## src/rtl/fpu_addsub_arbiter_if.sv

```systemverilog
// Bundle between NUM_REQ requesters, the arbiter and one shared add/sub FPU.
// Carries request, FPU issue, FPU result and response signals only.
// Requests are valid/ready; responses are pulses with no backpressure.
interface fpu_addsub_arbiter_if #(
  parameter int NUM_REQ = 4,
  parameter int FPU_LAT = 1,
  parameter int ID_W    = $clog2(NUM_REQ),
  parameter int CNT_W   = $clog2(FPU_LAT + 2) + 1
);
  logic [NUM_REQ-1:0]    i_req_valid;
  logic [NUM_REQ-1:0]    o_req_ready;
  logic [NUM_REQ-1:0]    i_req_op;
  logic [NUM_REQ*32-1:0] i_req_a;
  logic [NUM_REQ*32-1:0] i_req_b;
  logic                  i_hold;
  logic                  o_fpu_op;
  logic [31:0]           o_fpu_a;
  logic [31:0]           o_fpu_b;
  logic [31:0]           i_fpu_s;
  logic                  o_rsp_valid;
  logic [ID_W-1:0]       o_rsp_id;
  logic [31:0]           o_rsp_data;
  logic [CNT_W-1:0]      o_inflight;

  // Arbiter side.
  modport slave (
    input  i_req_valid, i_req_op, i_req_a, i_req_b, i_hold, i_fpu_s,
    output o_req_ready, o_fpu_op, o_fpu_a, o_fpu_b,
           o_rsp_valid, o_rsp_id, o_rsp_data, o_inflight
  );

  // Requester / FPU environment side.
  modport master (
    output i_req_valid, i_req_op, i_req_a, i_req_b, i_hold, i_fpu_s,
    input  o_req_ready, o_fpu_op, o_fpu_a, o_fpu_b,
           o_rsp_valid, o_rsp_id, o_rsp_data, o_inflight
  );
endinterface

```

## src/rtl/fpu_addsub_arbiter.sv

```systemverilog
// Round-robin share of one add/sub FPU between NUM_REQ butterfly lanes.
// Latency: grant to response pulse is FPU_LAT+1 cycles, one grant per cycle.
// Backpressure: i_hold blocks new grants only; responses cannot be stalled.
module fpu_addsub_arbiter #(
  parameter int NUM_REQ = 4,
  parameter int FPU_LAT = 1,
  parameter int ID_W    = $clog2(NUM_REQ),
  parameter int CNT_W   = $clog2(FPU_LAT + 2) + 1
) (
  input logic              i_clk,
  input logic              i_rst_n,
  fpu_addsub_arbiter_if.slave bus
);

  logic [ID_W-1:0]  p_q, p_d;
  logic             gnt;
  logic [ID_W-1:0]  gnt_id;
  logic [ID_W-1:0]  cand;

  logic             fpu_op_q;
  logic [31:0]      fpu_a_q, fpu_b_q;

  logic             tag_vld_q [FPU_LAT];
  logic [ID_W-1:0]  tag_id_q  [FPU_LAT];

  logic             rsp_vld_q;
  logic [ID_W-1:0]  rsp_id_q;
  logic [31:0]      rsp_dat_q;

  logic [CNT_W-1:0] inflight_q, inflight_d;

  // Search upward from the pointer with wrap; first valid requester wins.
  always_comb begin
    gnt    = 1'b0;
    gnt_id = '0;
    cand   = '0;
    if (i_rst_n && !bus.i_hold) begin
      for (int i = 0; i < NUM_REQ; i++) begin
        cand = ID_W'((int'(p_q) + i) % NUM_REQ);
        if (!gnt && bus.i_req_valid[cand]) begin
          gnt    = 1'b1;
          gnt_id = cand;
        end
      end
    end
  end

  assign bus.o_req_ready = gnt ? (NUM_REQ'(1) << gnt_id) : '0;

  // Pointer moves just past the winner; unchanged when nobody is granted.
  always_comb begin
    p_d = p_q;
    if (gnt) begin
      p_d = (gnt_id == ID_W'(NUM_REQ - 1)) ? '0 : gnt_id + 1'b1;
    end
  end

  // Pending count: up on grant, down on the response pulse, both cancel.
  always_comb begin
    inflight_d = inflight_q;
    if (gnt && !rsp_vld_q) begin
      inflight_d = inflight_q + CNT_W'(1);
    end else if (!gnt && rsp_vld_q) begin
      inflight_d = inflight_q - CNT_W'(1);
    end
  end

  // Pointer, issue registers and counter; operands hold on idle cycles.
  always_ff @(posedge i_clk or negedge i_rst_n) begin
    if (!i_rst_n) begin
      p_q        <= '0;
      fpu_op_q   <= 1'b0;
      fpu_a_q    <= '0;
      fpu_b_q    <= '0;
      inflight_q <= '0;
    end else begin
      p_q        <= p_d;
      inflight_q <= inflight_d;
      if (gnt) begin
        fpu_op_q <= bus.i_req_op[gnt_id];
        fpu_a_q  <= bus.i_req_a[32*gnt_id +: 32];
        fpu_b_q  <= bus.i_req_b[32*gnt_id +: 32];
      end
    end
  end

  // Tag shift register aligned so its last stage matches i_fpu_s.
  always_ff @(posedge i_clk or negedge i_rst_n) begin
    if (!i_rst_n) begin
      for (int i = 0; i < FPU_LAT; i++) begin
        tag_vld_q[i] <= 1'b0;
        tag_id_q[i]  <= '0;
      end
    end else begin
      tag_vld_q[0] <= gnt;
      tag_id_q[0]  <= gnt_id;
      for (int i = 1; i < FPU_LAT; i++) begin
        tag_vld_q[i] <= tag_vld_q[i-1];
        tag_id_q[i]  <= tag_id_q[i-1];
      end
    end
  end

  // Capture the FPU result with its owner id; pulse valid for one cycle.
  always_ff @(posedge i_clk or negedge i_rst_n) begin
    if (!i_rst_n) begin
      rsp_vld_q <= 1'b0;
      rsp_id_q  <= '0;
      rsp_dat_q <= '0;
    end else begin
      rsp_vld_q <= tag_vld_q[FPU_LAT-1];
      if (tag_vld_q[FPU_LAT-1]) begin
        rsp_id_q  <= tag_id_q[FPU_LAT-1];
        rsp_dat_q <= bus.i_fpu_s;
      end
    end
  end

  assign bus.o_fpu_op    = fpu_op_q;
  assign bus.o_fpu_a     = fpu_a_q;
  assign bus.o_fpu_b     = fpu_b_q;
  assign bus.o_rsp_valid = rsp_vld_q;
  assign bus.o_rsp_id    = rsp_id_q;
  assign bus.o_rsp_data  = rsp_dat_q;
  assign bus.o_inflight  = inflight_q;

endmodule
```

## src/flat_wrapper.sv

```systemverilog
// flat-port wrapper written by rule: the top's interface ports become plain ports
module fpu_addsub_arbiter_flat 
#(
  parameter int NUM_REQ = 4,
  parameter int FPU_LAT = 1,
  parameter int ID_W    = $clog2(NUM_REQ),
  parameter int CNT_W   = $clog2(FPU_LAT + 2) + 1
)
  (i_clk, i_rst_n, bus_i_req_valid, bus_i_req_op, bus_i_req_a, bus_i_req_b, bus_i_hold, bus_i_fpu_s, bus_o_req_ready, bus_o_fpu_op, bus_o_fpu_a, bus_o_fpu_b, bus_o_rsp_valid, bus_o_rsp_id, bus_o_rsp_data, bus_o_inflight);
  fpu_addsub_arbiter_if #(.NUM_REQ(NUM_REQ), .FPU_LAT(FPU_LAT), .ID_W(ID_W), .CNT_W(CNT_W)) bus_i ();
  input logic i_clk;
  input logic i_rst_n;
  input wire logic [$bits(bus_i.i_req_valid)-1:0] bus_i_req_valid;
  input wire logic [$bits(bus_i.i_req_op)-1:0] bus_i_req_op;
  input wire logic [$bits(bus_i.i_req_a)-1:0] bus_i_req_a;
  input wire logic [$bits(bus_i.i_req_b)-1:0] bus_i_req_b;
  input wire logic [$bits(bus_i.i_hold)-1:0] bus_i_hold;
  input wire logic [$bits(bus_i.i_fpu_s)-1:0] bus_i_fpu_s;
  output wire logic [$bits(bus_i.o_req_ready)-1:0] bus_o_req_ready;
  output wire logic [$bits(bus_i.o_fpu_op)-1:0] bus_o_fpu_op;
  output wire logic [$bits(bus_i.o_fpu_a)-1:0] bus_o_fpu_a;
  output wire logic [$bits(bus_i.o_fpu_b)-1:0] bus_o_fpu_b;
  output wire logic [$bits(bus_i.o_rsp_valid)-1:0] bus_o_rsp_valid;
  output wire logic [$bits(bus_i.o_rsp_id)-1:0] bus_o_rsp_id;
  output wire logic [$bits(bus_i.o_rsp_data)-1:0] bus_o_rsp_data;
  output wire logic [$bits(bus_i.o_inflight)-1:0] bus_o_inflight;
  assign bus_i.i_req_valid = bus_i_req_valid;
  assign bus_i.i_req_op = bus_i_req_op;
  assign bus_i.i_req_a = bus_i_req_a;
  assign bus_i.i_req_b = bus_i_req_b;
  assign bus_i.i_hold = bus_i_hold;
  assign bus_i.i_fpu_s = bus_i_fpu_s;
  assign bus_o_req_ready = bus_i.o_req_ready;
  assign bus_o_fpu_op = bus_i.o_fpu_op;
  assign bus_o_fpu_a = bus_i.o_fpu_a;
  assign bus_o_fpu_b = bus_i.o_fpu_b;
  assign bus_o_rsp_valid = bus_i.o_rsp_valid;
  assign bus_o_rsp_id = bus_i.o_rsp_id;
  assign bus_o_rsp_data = bus_i.o_rsp_data;
  assign bus_o_inflight = bus_i.o_inflight;
  fpu_addsub_arbiter #(.NUM_REQ(NUM_REQ), .FPU_LAT(FPU_LAT), .ID_W(ID_W), .CNT_W(CNT_W)) u_core (.i_clk(i_clk), .i_rst_n(i_rst_n), .bus(bus_i));
endmodule
```

## config.mk

```make
export PLATFORM = sky130hd
export DESIGN_NAME = fpu_addsub_arbiter_flat
export DESIGN_NICKNAME = d
export VERILOG_FILES = /design/src/rtl/fpu_addsub_arbiter_if.sv /design/src/rtl/fpu_addsub_arbiter.sv /design/src/flat_wrapper.sv
export SDC_FILE = /design/constraint.sdc
export NUM_CORES = 1
export LEC_CHECK = 0
export ABC_AREA = 0
export CAP_MARGIN = 20
export CORE_AREA = 2 2 156 158
export DETAILED_ROUTE_END_ITERATION = 10
export DIE_AREA = 0 0 158 160
export PLACE_DENSITY_LB_ADDON = 0.15
export SETUP_SLACK_MARGIN = 0.3
export SYNTH_ARGS = -nofsm -noshare
export SYNTH_HDL_FRONTEND = slang
export SYNTH_SLANG_ARGS = --single-unit
```

## constraint.sdc

```tcl
create_clock -name i_clk -period 2.8 [get_ports i_clk]
set_clock_uncertainty 0.2 [all_clocks]
set_input_delay 0.56 -clock i_clk [delete_from_list [all_inputs] [get_ports i_clk]]
set_output_delay 0.56 -clock i_clk [all_outputs]
set_load 0.03 [all_outputs]
```

==> reports/qor.yml <==
status: "complete, but fails checks"
cpPeakStageDelay_ps: 410
syn_to_final_growth_pct: 88.31
yosysUniqueCellTypes: 32
p_switching_mw: 2.281
drt_iter0_markers: 206
critPathKind: "primary input to output port"
antennaDiodeCount: 0
syn_inst: 490
syn_nets: 795
relSlewSlack: 0.4581
finalCritPeriodShare: 1.012
p_comb_frac: 0.452
coreArea_sq_um: 23820
grt_overflow: 0
synth.avg_cell_area_sq_um: 12.00
finalSetupViolCount: 3
ys_top_cells_by_count: "mux2i_1, dfrtp_1, nand2_1, o221ai_1, mux2_2"
rsz0062_at_grt: "true"
syn_area_sq_um: 5878
crit_path_end_kind: "output port"
track_usage: 0.1794
max_freq_ghz: 0.3531
synth_edf_count: 0
setup.worst_path.start: "bus_i_req_valid[3]"
rows: 57
place.gp.congestion: 0.7535
clk_pin_slew_ps: 80
p_int_mw: 4.011
synth_most_common_cell: "mux2i_1"
synthTopCellsByArea: "dfrtp_1, mux2i_1, mux2_2"
grt.busiest_layer: "met2"
grt_use_met2: 0.3152
p_per_area_nw_per_um2: 568.4
required_ps: 2040
cp_cell_sequence: "clkdlybuf4s15_2, o311a_1, o2111ai_4, inv_6, ha_4, and2_4, buf_6"
seqPwrFrac: 0.325
cts_sinks: 108
grt_pass1_vias: 6075
synth_top_area_cell: "dfrtp_1"
power_leakage_nw: 4.498
die-area_sq_um: 25280
arrival_ps: 2070
synth-seq-area-share: 0.4598
drt-total-wl_um: 23610
ys_ff_latch: 108
cts_tree: "built"
fin_util: 0.4647
use_met1: 0.2151
use_met3: 0.05047
cts_buffers: 9
period_needed_ps: 2832
fin_ws_ps: -32.27
synth_top_area_share: 0.4598
wl_per_cell_um: 19.04
clock_power_share: 0.223
num-fill-cells: 2283
viasPerCell: 4.523
start_kind: "primary input"
p_sw_frac: 0.3626
async_flop_share: 1.000
nNetsFinal: 1216
finalNonFillerCells: 1240
chipHeight_um: 160
slowest_stage: "o311a_1"
ir_drop_uv: 296.2
port_buffers: 405
clockBufferDepth: 2
grt_start_max_net_pins: 67
ant_nets: 0
yosysWarnings: 0
clk_latency_ps: 360
drv_slew: 0
dp_slack_ps: -340.8
rr_startpoint: "u_core.p_q[1]$_DFFE_PN0P_"
drive_above_1_share: 0.1638
vias: 5609
ctsHtreeMaxLevel: 3
hold_path_class: "primary input to asynchronous set/reset pin"
initial_core_util: 0.2468
antenna_found_initial: 0
worst_pin_slew_ps: 812.8
die_w_um: 158
maxCapViolCount: 0
drc: 0
io_pins: 406
dr.pass1.iters: 4
synth-main-ff-cell: "dfrtp_1"
holdWs_ps: 27.11
dp_cells: 1214
root_buffer: "clkbuf_16"
violations: "negative setup slack"
finalHoldViolCount: 0
grt_pass1_wl_um: 34790
crit_fanout: 7
dp_hpwl_um: 17110
worst max-delay path: cells and delay by family:
family	cells	cell delay, ps
compound gates	2	770
fa+ha+maj	1	160
buf+inv	3	450
simple gates	1	130
final cells by class:
cell class,count,area (sq um),share of cell area
clock inverter,7,90.09,0.008138
tap,324,405.4,0.03662
multi-input combinational,335,3057,0.2761
sequential,108,2703,0.2441
timing repair buffer,449,4552,0.4112
inverter,8,37.54,0.003391
clock buffer,9,225.2,0.02035
per-layer routing:
metal,vias to the layer above,share of wire
met5,-,0
met4,0,0.014
met3,17,0.080
met2,258,0.50
met1,2653,0.40
li1,2681,-
kinds of logic (layout without fill, tap and decap cells):
logic type      Yosys count  in the layout  share of synthesized area
fa+ha+maj                 6              6                    0.01405
xor+xnor                  3              3                   0.004471
compound gates           73             73                     0.1298
flops                   108            108                     0.4598
simple gates             88             88                    0.06300
buf+inv                  47            473                    0.04044
mux                     165            165                     0.2884
sequential cells by signal, summed over array words and instances, names as in the netlist:
signal	count
u_core.tag_id_q	2
u_core.bus.o_rsp_data	32
u_core.bus.o_fpu_op	1
u_core.bus.o_rsp_id	2
u_core.bus.o_rsp_valid	1
u_core.p_q	2
u_core.bus.o_fpu_a	32
u_core.bus.o_fpu_b	32
u_core.bus.o_inflight	3
u_core.tag_vld_q	1
power by group through the flow:
| stage | Sequential, mW | Combinational, mW | Clock, mW |
|---|---|---|---|
| after detailed placement | 2.07 | 2.80 | 0 |
| after floorplan | 2.69 | 0.797 | 0 |
| final | 2.05 | 2.85 | 1.40 |
| after CTS | 2.05 | 2.82 | 1.46 |
| after global routing | 2.09 | 3.03 | 1.52 |
| after global placement | 2.07 | 2.80 | 0 |
timing repair:
action	CTS	global route
pin swaps	5	3
hold endpoints to repair	0	0
hold buffers	0	0
endpoints found under the setup margin	71	42
resized for setup	19	17
setup buffers	5	1
gates cloned	0	4
through the flow:
| stage | instance area [sq um] | setup TNS, ps | total power, mW |
|---|---|---|---|
| 3_3_place_gp | 10540 | -16320 | 4.868 |
| 6_report | 11070 | -77.14 | 6.292 |
| 2_1_floorplan | 5971 | 0 | 3.488 |
| 5_1_grt | 11070 | -304.9 | 6.649 |
| 4_1_cts | 10910 | -50.17 | 6.328 |
| 3_5_place_dp | 10540 | -17700 | 4.874 |
placed cells by master (no fill, tap or decap), drive strengths merged, types with 2 or more instances in the layout:
master         count
xor2               2
dfrtp            108
mux2i            130
clkbuf            14
ha                 5
nand2             70
inv               12
and2               4
nand2b             4
nor2               3
nor2b              2
nor3               2
clkinv             2
mux2              35
o221ai            65
clkdlybuf4s50    396
a21oi              2
buf               47
final timing paths:
| check | slack (ps) | to | cells past startpoint |
|---|---|---|---|
| setup / recovery | -30 | bus_o_req_ready[3] | 7 |
| hold / removal | 30 | u_core.p_q[1]$_DFFE_PN0P_ | 2 |
| setup reg to reg | 420 | u_core.bus.o_fpu_b[14]$_DFFE_PN0P_ | 6 |
| hold reg to reg | 270 | u_core.bus.o_inflight[2]$_DFFE_PN0P_ | 1 |
| max in group asynchronous | 1220 | u_core.bus.o_fpu_b[30]$_DFFE_PN0P_ | 3 |
| min in group i_clk | 270 | u_core.bus.o_inflight[2]$_DFFE_PN0P_ | 1 |
No activity file was read; power rests on OpenSTA's default activity.
